==> config.mk <==
export PLATFORM = sky130hd
export DESIGN_NAME = truth_table_eval
export DESIGN_NICKNAME = d
export VERILOG_FILES = /design/src/rtl/tt_pkg.sv /design/src/rtl/tt_cfg_shifter.sv /design/src/rtl/truth_table_eval.sv
export SDC_FILE = /design/constraint.sdc
export NUM_CORES = 1
export LEC_CHECK = 0
export ABC_AREA = 1
export CORE_MARGIN = 2
export CORE_UTILIZATION = 32
export DETAILED_ROUTE_END_ITERATION = 8
export HOLD_SLACK_MARGIN = 0.03
export SETUP_SLACK_MARGIN = 0.5
export SLEW_MARGIN = 20
export SYNTH_ARGS = -nofsm -noshare
export SYNTH_HDL_FRONTEND = slang
export SYNTH_HIERARCHICAL = 1
export SYNTH_SLANG_ARGS = --single-unit
export TNS_END_PERCENT = 10
==> constraint.sdc <==
create_clock -name clk -period 2.6 [get_ports clk]
set_input_delay 0.26 -clock clk [delete_from_list [all_inputs] [get_ports clk]]
set_output_delay 0.26 -clock clk [all_outputs]
set_load 0.01 [all_outputs]
==> src/rtl/tt_pkg.sv <==
// Shared types and helpers for the truth-table evaluator.
package tt_pkg;

  typedef enum logic {TT_RUN, TT_LOAD} tt_state_e;

  localparam int unsigned TT_MAX_IN = 6;

  // Table width for an n-input function.
  function automatic int unsigned tt_width(input int unsigned n);
    return 32'd1 << n;
  endfunction

endpackage

==> src/rtl/tt_cfg_shifter.sv <==
// Serial table loader: shadow register, beat counter and commit strobe.
module tt_cfg_shifter
  import tt_pkg::*;
#(
  parameter int unsigned TW = 8
) (
  input  logic          clk,
  input  logic          rst,
  input  logic          restart,
  input  logic          load,
  input  logic          cfg_valid,
  input  logic          cfg_bit,
  output logic [TW-1:0] next_table_c,
  output logic          commit_c
);

  localparam int unsigned CW = $clog2(TW) + 1;

  logic [TW-1:0] shadow;
  logic [TW-1:0] shadow_base;
  logic [CW-1:0] cnt;
  logic [CW-1:0] cnt_base;
  logic          shift;

  // A restart clears the load first, so a bit in the same cycle counts as the first one.
  always_comb begin
    shadow_base  = restart ? '0 : shadow;
    cnt_base     = restart ? '0 : cnt;
    shift        = load && cfg_valid;
    next_table_c = {shadow_base[TW-2:0], cfg_bit};
    commit_c     = shift && (cnt_base == CW'(TW - 1));
  end

  // Shadow and counter update.
  always_ff @(posedge clk) begin
    if (rst) begin
      shadow <= '0;
      cnt    <= '0;
    end else if (shift) begin
      shadow <= next_table_c;
      cnt    <= commit_c ? '0 : cnt_base + CW'(1);
    end else if (restart) begin
      shadow <= '0;
      cnt    <= '0;
    end
  end

endmodule

==> src/rtl/truth_table_eval.sv <==
// Runtime-reprogrammable N-input truth-table evaluator with valid/ready output.
// Optional feature: define TT_READBACK_EN to expose the active table on table_q.
module truth_table_eval
  import tt_pkg::*;
#(
  parameter  int unsigned N_IN = 3,
  localparam int unsigned TW   = tt_width(N_IN),
  parameter  logic [TW-1:0] DEFAULT_TABLE = 8'hD3
) (
  input  logic            clk,
  input  logic            rst,
  input  logic            cfg_start,
  input  logic            cfg_valid,
  input  logic            cfg_bit,
  output logic            cfg_busy,
  output logic            cfg_done,
  input  logic            in_valid,
  output logic            in_ready,
  input  logic [N_IN-1:0] in_vec,
  output logic            out_valid,
  input  logic            out_ready,
  output logic            out
`ifdef TT_READBACK_EN
  ,
  output logic [TW-1:0]   table_q
`endif
);

  tt_state_e       state;
  tt_state_e       state_next;
  logic [TW-1:0]   active_table;
  logic [TW-1:0]   next_table_c;
  logic            commit_c;
  logic            accept_c;
  logic [N_IN-1:0] row_c;

  tt_cfg_shifter #(.TW(TW)) u_shifter (
    .clk          (clk),
    .rst          (rst),
    .restart      (cfg_start),
    .load         (state == TT_LOAD),
    .cfg_valid    (cfg_valid),
    .cfg_bit      (cfg_bit),
    .next_table_c (next_table_c),
    .commit_c     (commit_c)
  );

  // FSM state register.
  always_ff @(posedge clk) begin
    if (rst) state <= TT_RUN;
    else     state <= state_next;
  end

  // FSM next-state logic.
  always_comb begin
    state_next = state;
    case (state)
      TT_RUN:  if (cfg_start) state_next = TT_LOAD;
      TT_LOAD: if (commit_c)  state_next = TT_RUN;
    endcase
  end

  assign cfg_busy = (state == TT_LOAD);

  // Active table swaps in on commit; done pulses the following cycle.
  always_ff @(posedge clk) begin
    if (rst) begin
      active_table <= DEFAULT_TABLE;
      cfg_done     <= 1'b0;
    end else begin
      if (commit_c) active_table <= next_table_c;
      cfg_done <= commit_c;
    end
  end

  // Row 0 lives at the table MSB, so the bit index is the inverted input.
  assign row_c    = ~in_vec;
  assign in_ready = !out_valid || out_ready;
  assign accept_c = in_valid && in_ready;

  // One-entry output register.
  always_ff @(posedge clk) begin
    if (rst) begin
      out       <= 1'b0;
      out_valid <= 1'b0;
    end else if (accept_c) begin
      out       <= active_table[row_c];
      out_valid <= 1'b1;
    end else if (out_ready) begin
      out_valid <= 1'b0;
    end
  end

`ifdef TT_READBACK_EN
  assign table_q = active_table;
`endif

endmodule

==> summary.txt <==
Run status
  • Status: finished, final reports clean

Clocking
  • Clk root buf: clkbuf_4
  • CTS Hold Bufs: 0
  • Clk pin slew, worst setup/hold paths: 0.11 ns
  • Worst-skew pair later-pin latency: 0.31 ns
  • # clock sinks: 23
  • CTS tree: built
  • Post-CTS Setup Bufs: 0
  • H-tree levels: 1
  • CTS resizes: 0
  • Max clock buf depth: 2
  • CTS buffer count: 3

Route
  • Post-route DRC: 0
  • Via Count: 911
  • Drt pass-1 iters: 4
  • Vias per cell: 4.34
  • Total wire length: 2.02 mm
  • Post-DRT Antenna Nets: 0
  • DR iter-0 viols: 28
  • Avg WL per Cell: 9.60 um

Timing
  • Minimum clock period: 1.77 ns
  • Final Max Tran Viols: 0
  • Final worst clock skew: 0.00203 ns
  • RSZ-0062 raised after global routing: false
  • Setup TNS: 0 ns
  • Worst-margin pin slew: 0.423 ns
  • Slew Limit Headroom: 0.717
  • F_max: 0.565 GHz
  • # setup viols final: 0
  • Worst setup margin: 0.829 ns
  • Final period util: 0.681
  • Hold Fails Final Rpt: 0

Critical path
  • Crit path arrival time: 1.97 ns
  • RR Endpoint: active_table[2]$_SDFFE_PP0P_
  • Worst path max stage delay: 0.57 ns
  • WS Path Type: in2reg
  • Worst Setup End Kind: flip-flop
  • Critical Path, Cell by Cell: clkdlybuf4s50_1, nor2_2, ha_1, inv_1, nor2_1, nand2_1, inv_2, inv_1, o21ai_0, a21oi_1
  • Crit Path Max Fanout: 11
  • Setup slack, reg-to-reg: 1.04 ns
  • Slowest-stage cell, CP: clkdlybuf4s50_1
  • Crit path to: active_table[2]$_SDFFE_PP0P_
  • Most used cell, CP: inv_1
  • WP depth: 10
  • CP startpoint kind: primary input
  • Reg-to-reg startpoint: u_shifter/cnt[0]$_SDFF_PP0_
  • Crit path buffers/inverters: 4
  • Crit. Startpoint: cfg_start
  • CP top delay family: buffers and inverters
  • Critical Path RT: 2.80 ns
  • Worst R2R Path Depth: 10

Cells and area
  • Most frequent cells in the layout: nor2_1, inv_1, nand2_1
  • FF+latch area: 460 um^2
  • Footprint of the multi-input gates: 447 um^2
  • Diodes inserted: 0
  • Commonest non-fill, non-tap cell in the layout: nor2_1
  • Nets@finish: 178
  • Layout cells sized above 1: 0.0904
  • Layout area overhead: 19.5%
  • FILL cells: 327
  • Final core utilization: 0.407

Die
  • Core area: 0.00308 mm^2
  • Initial Util: 0.341
  • Overall die height: 61.2 um
  • Die X-Extent: 61.2 um
  • Total die area: 0.00375 mm^2
  • Io pins: 15
  • FP Rows: 20

Pwr
  • Cell Int Power: 0.000459 W
  • Psw: 0.000146 W
  • Comb pwr share: 0.132
  • Total power: 0.000605 W
  • Maximum vdd drop: 0.000301 V
  • Sw Ratio: 0.241
  • Leak pwr: 0.558 nW
  • Reg power frac: 0.605
  • Power density over the cells: 483 mW/mm^2
  • Clock share of power: 0.263

Global route
  • Grt ovf: 0
  • Initial antenna violation count: 0
  • First-pass GRT wire length: 3.47 mm
  • Vias in the first global route: 833
  • Largest net degree at the start of global routing: 13
  • Tot GR Track Use: 0.126

Logic synthesis
  • Primary FF master, synth: dfxtp_1
  • Post-synth cell types: 19
  • Synth top area share: 0.439
  • Cells taking the most area after synthesis: dfxtp_1, inv_1, nor2_1
  • Largest area contributor in the netlist: dfxtp_1
  • Avg Inst Size Synth: 6.94 um^2
  • Mapped Area: 0.00105 mm^2
  • Synth warnings: 6
  • Synth Instances: 151
  • Seq/Total Area, Yosys: 0.439
  • Post-synth EDFFs: 0
  • Yosys reg bits: 23
  • Syn Nets: 162
  • FFs w/ async S/R, synth: 0

Worst hold path
  • Worst hold path class: reg2reg

Placed design
  • Port Buffers: 14
  • DP HPWL: 1.52 mm
  • Routability Congestion: 0.827
  • DP Worst Slack: 0.382 ns

Job
  • Max-cap violations: 0
flip-flops by register name, summed over array words and instances (netlist names):
signal / count
active_table: 8
cfg_busy: 1
cfg_done: 1
out: 1
out_valid: 1
u_shifter/cnt: 4
u_shifter/shadow: 7
metrics by stage:
stage	instance area (um^2)	std cells	hold slack (ns)
final	1250	210	0.465
after detailed placement	1230	206	0.454
after global placement	1230	206	0.455
after CTS	1250	210	0.471
after floorplan	1050	151	0.329
after global routing	1250	210	0.490
layout make-up:
class                   count  share of cell area
flip-flops and latches     23               0.368
well taps                  44              0.0440
inverters                  29              0.0869
clock buffers               4              0.0210
multi-input cells          94               0.357
repair buffers             16               0.124
synth_stat cells (2+ instances only):
cell	n
inv_1	27
inv_2	2
o21ai_0	19
nor2_1	27
nand3_1	4
dfxtp_1	23
a21oi_1	11
nand2_1	24
nand3_2	4
tightest hold or removal path, delay by kind of cell (launching register included):
family | cells | cell delay, ns
buf+inv | 1 | 0.05
flops | 1 | 0.31
compound gates | 1 | 0.06
worst min path at each step:
stage | cells after the start | from | endpoint
2_1_floorplan | 1 | rst | u_shifter/cnt[0]$_SDFF_PP0_
3_3_place_gp | 2 | active_table[7]$_SDFFE_PP1P_ | active_table[7]$_SDFFE_PP1P_
3_5_place_dp | 2 | active_table[5]$_SDFFE_PP0P_ | active_table[5]$_SDFFE_PP0P_
4_1_cts | 2 | active_table[7]$_SDFFE_PP1P_ | active_table[7]$_SDFFE_PP1P_
5_1_grt | 2 | active_table[5]$_SDFFE_PP0P_ | active_table[5]$_SDFFE_PP0P_
6_report | 2 | active_table[7]$_SDFFE_PP1P_ | active_table[7]$_SDFFE_PP1P_
cell families after synthesis:
logic type	synth area share
AO/OA/AOI/OAI	0.152
flip-flops	0.439
AND/OR/NAND/NOR	0.263
adder cells (fa/ha/maj)	0.0119
buffers and inverters	0.135
metal layers:
| layer | routed length, um | share of wire | vias up | global-route usage |
|---|---|---|---|---|
| li1 | - | - | 494 | - |
| met5 | 0 | 0 | - | 0 |
| met3 | 118 | 0.059 | 2 | 0.0441 |
| met1 | 983 | 0.49 | 396 | 0.156 |
| met4 | 17 | 0.0084 | 0 | 0.0373 |
| met2 | 895 | 0.44 | 19 | 0.205 |
power by group through the flow:
| stage | Sequential [W] | Combinational [W] | Clock, W |
|---|---|---|---|
| global route | 0.000367 | 0.0000899 | 0.000186 |
| global placement | 0.000374 | 0.0000790 | 0 |
| floorplan | 0.000375 | 0.0000458 | 0 |
| finish | 0.000366 | 0.0000796 | 0.000159 |
| CTS | 0.000366 | 0.0000802 | 0.000168 |
| detailed placement | 0.000374 | 0.0000797 | 0 |
Note: power is estimated with default switching activity, not from simulation.
==> RTL edit 1: new RTL, same flow settings <==
Change the parameter `N_IN` from 3 to 6.
--- a/src/rtl/truth_table_eval.sv
+++ b/src/rtl/truth_table_eval.sv
@@ -3,7 +3,7 @@
 module truth_table_eval
   import tt_pkg::*;
 #(
-  parameter  int unsigned N_IN = 3,
+  parameter  int unsigned N_IN = 6,
   localparam int unsigned TW   = tt_width(N_IN),
   parameter  logic [TW-1:0] DEFAULT_TABLE = 8'hD3
 ) (
Ports: changed (resized in_vec); port bits go from 15 to 18. No check against the original RTL was run, so the function may have changed too.
==> RTL edit 1 against the unedited design <==
Wire length rose to 7.4 times the old value; total power rose to 7.9 times the old value; area after synthesis rose to 5.9 times the old value; sequential cell count rose by 115; largest power group is now clock; register-to-register slack got worse by 0.21 ns; die area rose to 5.5 times the old value; worst setup slack got worse by 0.0052 ns; worst hold slack got worse by 0.21 ns; critical path depth fell by 6; sequential power rose to 6.0 times the old value; via count rose to 5.9 times the old value; design area rose to 5.6 times the old value.
==> RTL edit 1: results (changes against the unedited design) <==
worst vdd ir=0.0005422 V (+80%); clock-net power=2.23 mW (+1300%); worst hold endpoint=u_shifter/cnt[6]; placed instance area=0.006425 mm² (+420%); Worst EP arrival=1.52 ns (-0.45 ns); Worst-path clk slew=0.06 ns (-0.05 ns); leakage=2.938 nW (+430%); fraction of the yosys area taken by sequential cells=44.54% (+0.63 points); XOR/XNOR Fraction of Synth Area=0.4236% (+0.42 points); Final Wtd Congestion=0.8327 (+0.74%); first-pass GRT wire length=25270 µm (+630%); Post-Synth Adder-Cell Area=0.2017% (-0.99 points); fraction of layout cells with a size suffix above 1=9.272% (+0.24 points); Reg2Reg Launch Point=u_shifter/cnt[1]; status=complete, no violations; post-synth cell types=22 (+3); Hold Crit Depth=4 (+2); Fmax=562.9 MHz (-0.29%); routed length on met1=7334 µm (+650%); slew at the pin closest to its max-slew limit=0.8601 ns (+0.4369 ns); largest net degree at the start of global routing=67 (+54); hold_sp=cfg_start; Comb group=359 µW (+350%); post-synthesis net count=923 (+470%); reg-to-reg setup timing slack=0.83 ns (-0.21 ns); Final HPWL DP=8819 µm (+480%); Compound-Gate Fraction of Synth Area=10.49% (-4.7 points); Vias/cell=4.575 (+5.5%); DP Cell Count=1138 (+450%); metal2 WL=6961 µm (+680%)
[RTL edit 1: changes by cell type after synthesis, moves of 4 or more]
cell	before	now
o21ai_1	0	37
inv_1	27	81
buf_4	1	6
a21oi_1	11	5
dfxtp_1	23	138
nand3_2	4	0
o21ai_0	19	88
nor2_2	1	40
buf_6	1	16
nand2_1	24	98
nand3_1	4	68
clkbuf_1	1	21
nor2_1	27	283
buf_2	1	15
[RTL edit 1: layout make-up]
| class | instances | area share, % |
|---|---|---|
| Sequential cell | 138 | 39.69 |
| Multi-Input combinational cell | 625 | 39.12 |
| Clock buffer | 25 | 7.118 |
| Tap cell | 260 | 4.674 |
| Inverter | 85 | 4.656 |
| Timing Repair Buffer | 30 | 4.170 |
| Clock inverter | 3 | 0.5752 |
[RTL edit 1: per-stage QoR]
stage          power [mW]  util, %
5_1_grt             4.938    36.84
3_5_place_dp        2.584    34.01
4_1_cts             4.816    36.84
2_1_floorplan       2.501        -
6_report            4.764    36.84
3_3_place_gp        2.582    34.01
==> RTL edit 2: new RTL, same flow settings <==
Without the edit above. Add an input register stage for `cfg_start`, `cfg_valid` and `cfg_bit`, without a reset; this delays them by one clock. The other inputs are not delayed to match.
--- a/src/rtl/truth_table_eval.sv
+++ b/src/rtl/truth_table_eval.sv
@@ -26,6 +26,16 @@
 `endif
 );
 
+  logic cfg_start_q;
+  logic cfg_valid_q;
+  logic cfg_bit_q;
+
+  always_ff @(posedge clk) begin
+    cfg_start_q <= cfg_start;
+    cfg_valid_q <= cfg_valid;
+    cfg_bit_q   <= cfg_bit;
+  end
+
   tt_state_e       state;
   tt_state_e       state_next;
   logic [TW-1:0]   active_table;
@@ -37,10 +47,10 @@
   tt_cfg_shifter #(.TW(TW)) u_shifter (
     .clk          (clk),
     .rst          (rst),
-    .restart      (cfg_start),
+    .restart      (cfg_start_q),
     .load         (state == TT_LOAD),
-    .cfg_valid    (cfg_valid),
-    .cfg_bit      (cfg_bit),
+    .cfg_valid    (cfg_valid_q),
+    .cfg_bit      (cfg_bit_q),
     .next_table_c (next_table_c),
     .commit_c     (commit_c)
   );
@@ -55,7 +65,7 @@
   always_comb begin
     state_next = state;
     case (state)
-      TT_RUN:  if (cfg_start) state_next = TT_LOAD;
+      TT_RUN:  if (cfg_start_q) state_next = TT_LOAD;
       TT_LOAD: if (commit_c)  state_next = TT_RUN;
     endcase
   end
Check against the original RTL: not equivalent (Yosys sat finds a counterexample within 4 cycles, from zero or initial values and one cycle with rst high).
==> RTL edit 2 against the unedited design <==
Sequential cell count grew 3; sequential share of layout area increased by 3.0 points; critical path type is now flip-flop to flip-flop; clock power increased by 25%; design area increased by 4.6%; maximum frequency down 0.88%; die area grew 5.3%; largest cell class unchanged; via count is 4.8% higher; total power rose by 14%; worst setup slack got worse by 0.016 ns; area after synthesis rose by 5.7%; wire length is 8.4% higher; combinational power shrank 6.5%; utilization fell by 1.4 points.
==> RTL edit 2: results (changes against the unedited design) <==
DR vias=955 (+4.8%); worst min path class=primary input to flip-flop; Compound-Gate Fraction of Synth Area=14.33% (-0.82 points); Layout Skew=0.004249 ns (+0.002219 ns); Worst path slowest cell=dfxtp_1; routed wire length=2184 µm (+8.4%); fraction of layout cells with a size suffix above 1=8.383% (-0.65 points); commonest cells in the netlist=inv_1 (27), nor2_1 (27), dfxtp_1 (26); Final HPWL DP=1618 µm (+6.2%); Rel. slew slack=68.31% (-3.4 points); critical-path maximum fanout=12 (+1); vias in the first global route=910 (+9.2%); # nets final=179 (+0.56%); post-synthesis net count=165 (+1.9%); Largest regs=active_table: 8 flops, u_shifter/shadow: 7 flops, u_shifter/cnt: 4 flops; port bufs=14 (unchanged); Worst-path clk slew=0.13 ns (+0.02 ns); Crit Path Category=flip-flop to flip-flop; first-pass GRT wire length=3788 µm (+9.2%); Starting DRT DRC Count=25 (-11%); Largest delay share family, worst path=flip-flops; leakage=0.5805 nW (+3.9%); Post-Synth Adder-Cell Area=1.129% (-0.065 points); Final Wtd Congestion=0.7975 (-3.5%); fraction of the yosys area taken by sequential cells=46.95% (+3.0 points); initial antenna violation count=0 (unchanged); CP max stage delay=0.48 ns (-0.09 ns); YS warnings=6 (unchanged); DP Cell Count=209 (+1.5%); Area contributors post-synth=dfxtp_1 (47%), inv_1 (9.1%), nor2_1 (9.1%); H-tree levels=1 (unchanged); Final Hold Fails=0 (unchanged); status=complete, no violations; DP Worst Slack=0.7101 ns (+0.3277 ns); Routed WL per cell=10.25 µm (+6.9%); GRT Util Overall=11.83% (-0.73 points); worst vdd ir=0.0003583 V (+19%); largest net degree at the start of global routing=15 (+2); Syn Inst Count=154 (+2.0%)
[RTL edit 2: changes by cell type after synthesis]
cell,before,now
dfxtp_1,23,26
[RTL edit 2: worst register-to-register path, stage by stage, from the launching register on]
cell and delay (ns):
dfxtp_1 0.48, nor2_2 0.23, ha_1 0.20, inv_1 0.04, nor2_1 0.09, nand2_1 0.11, inv_2 0.15, inv_1 0.14
o21ai_0 0.19, a21oi_1 0.05
[RTL edit 2: per-stage QoR]
stage | power, mW | area, µm²
floorplan | 0.4710 | 1109
global placement | 0.4998 | 1274
detailed placement | 0.5013 | 1274
CTS | 0.6993 | 1310
global route | 0.7325 | 1310
finish | 0.6907 | 1310
[RTL edit 2: path summary, 6_finish.rpt]
kind | startpoint | endpoint | slack, ns | cells past startpoint
max | cfg_start_q | active_table[2] | 0.81 | 9
min | cfg_start | cfg_start_q | 0.37 | 1
max reg2reg | cfg_start_q | active_table[2] | 0.81 | 9
min reg2reg | active_table[2] | active_table[2] | 0.47 | 2
[RTL edit 2: routing by layer]
metal	routed length, µm	track usage, %
met1	987	13.60
met2	1028	20.03
met3	157	4.505
met4	10	4.167
met5	0	0
[RTL edit 2: kinds of logic after synthesis]
kind of cell	after synthesis
buffers and inverters	34
and+or+nand+nor	62
adders and majority gates	1
DFF	26
AOI/OAI and AO/OA	31
[RTL edit 2: what timing repair did]
action	in CTS	in global routing
hold buffers	0	0
setup endpoints to repair	0	3
resized for setup	0	1
[RTL edit 2: layout make-up]
type                            count  area (µm²)
Sequential cell                    26       520.5
Timing Repair Buffer               14       140.1
Clock buffer                        4       36.28
Inverter                           29       108.9
Multi-Input combinational cell     94       446.7
Tap cell                           46       57.56
Fill cell                         368        2027
[RTL edit 2: power breakdown]
part           switching, mW  internal (mW)  total [mW]
clock network          0.112         0.0856       0.198
logic                 0.0396         0.0348      0.0744
registers            0.00772          0.411       0.418
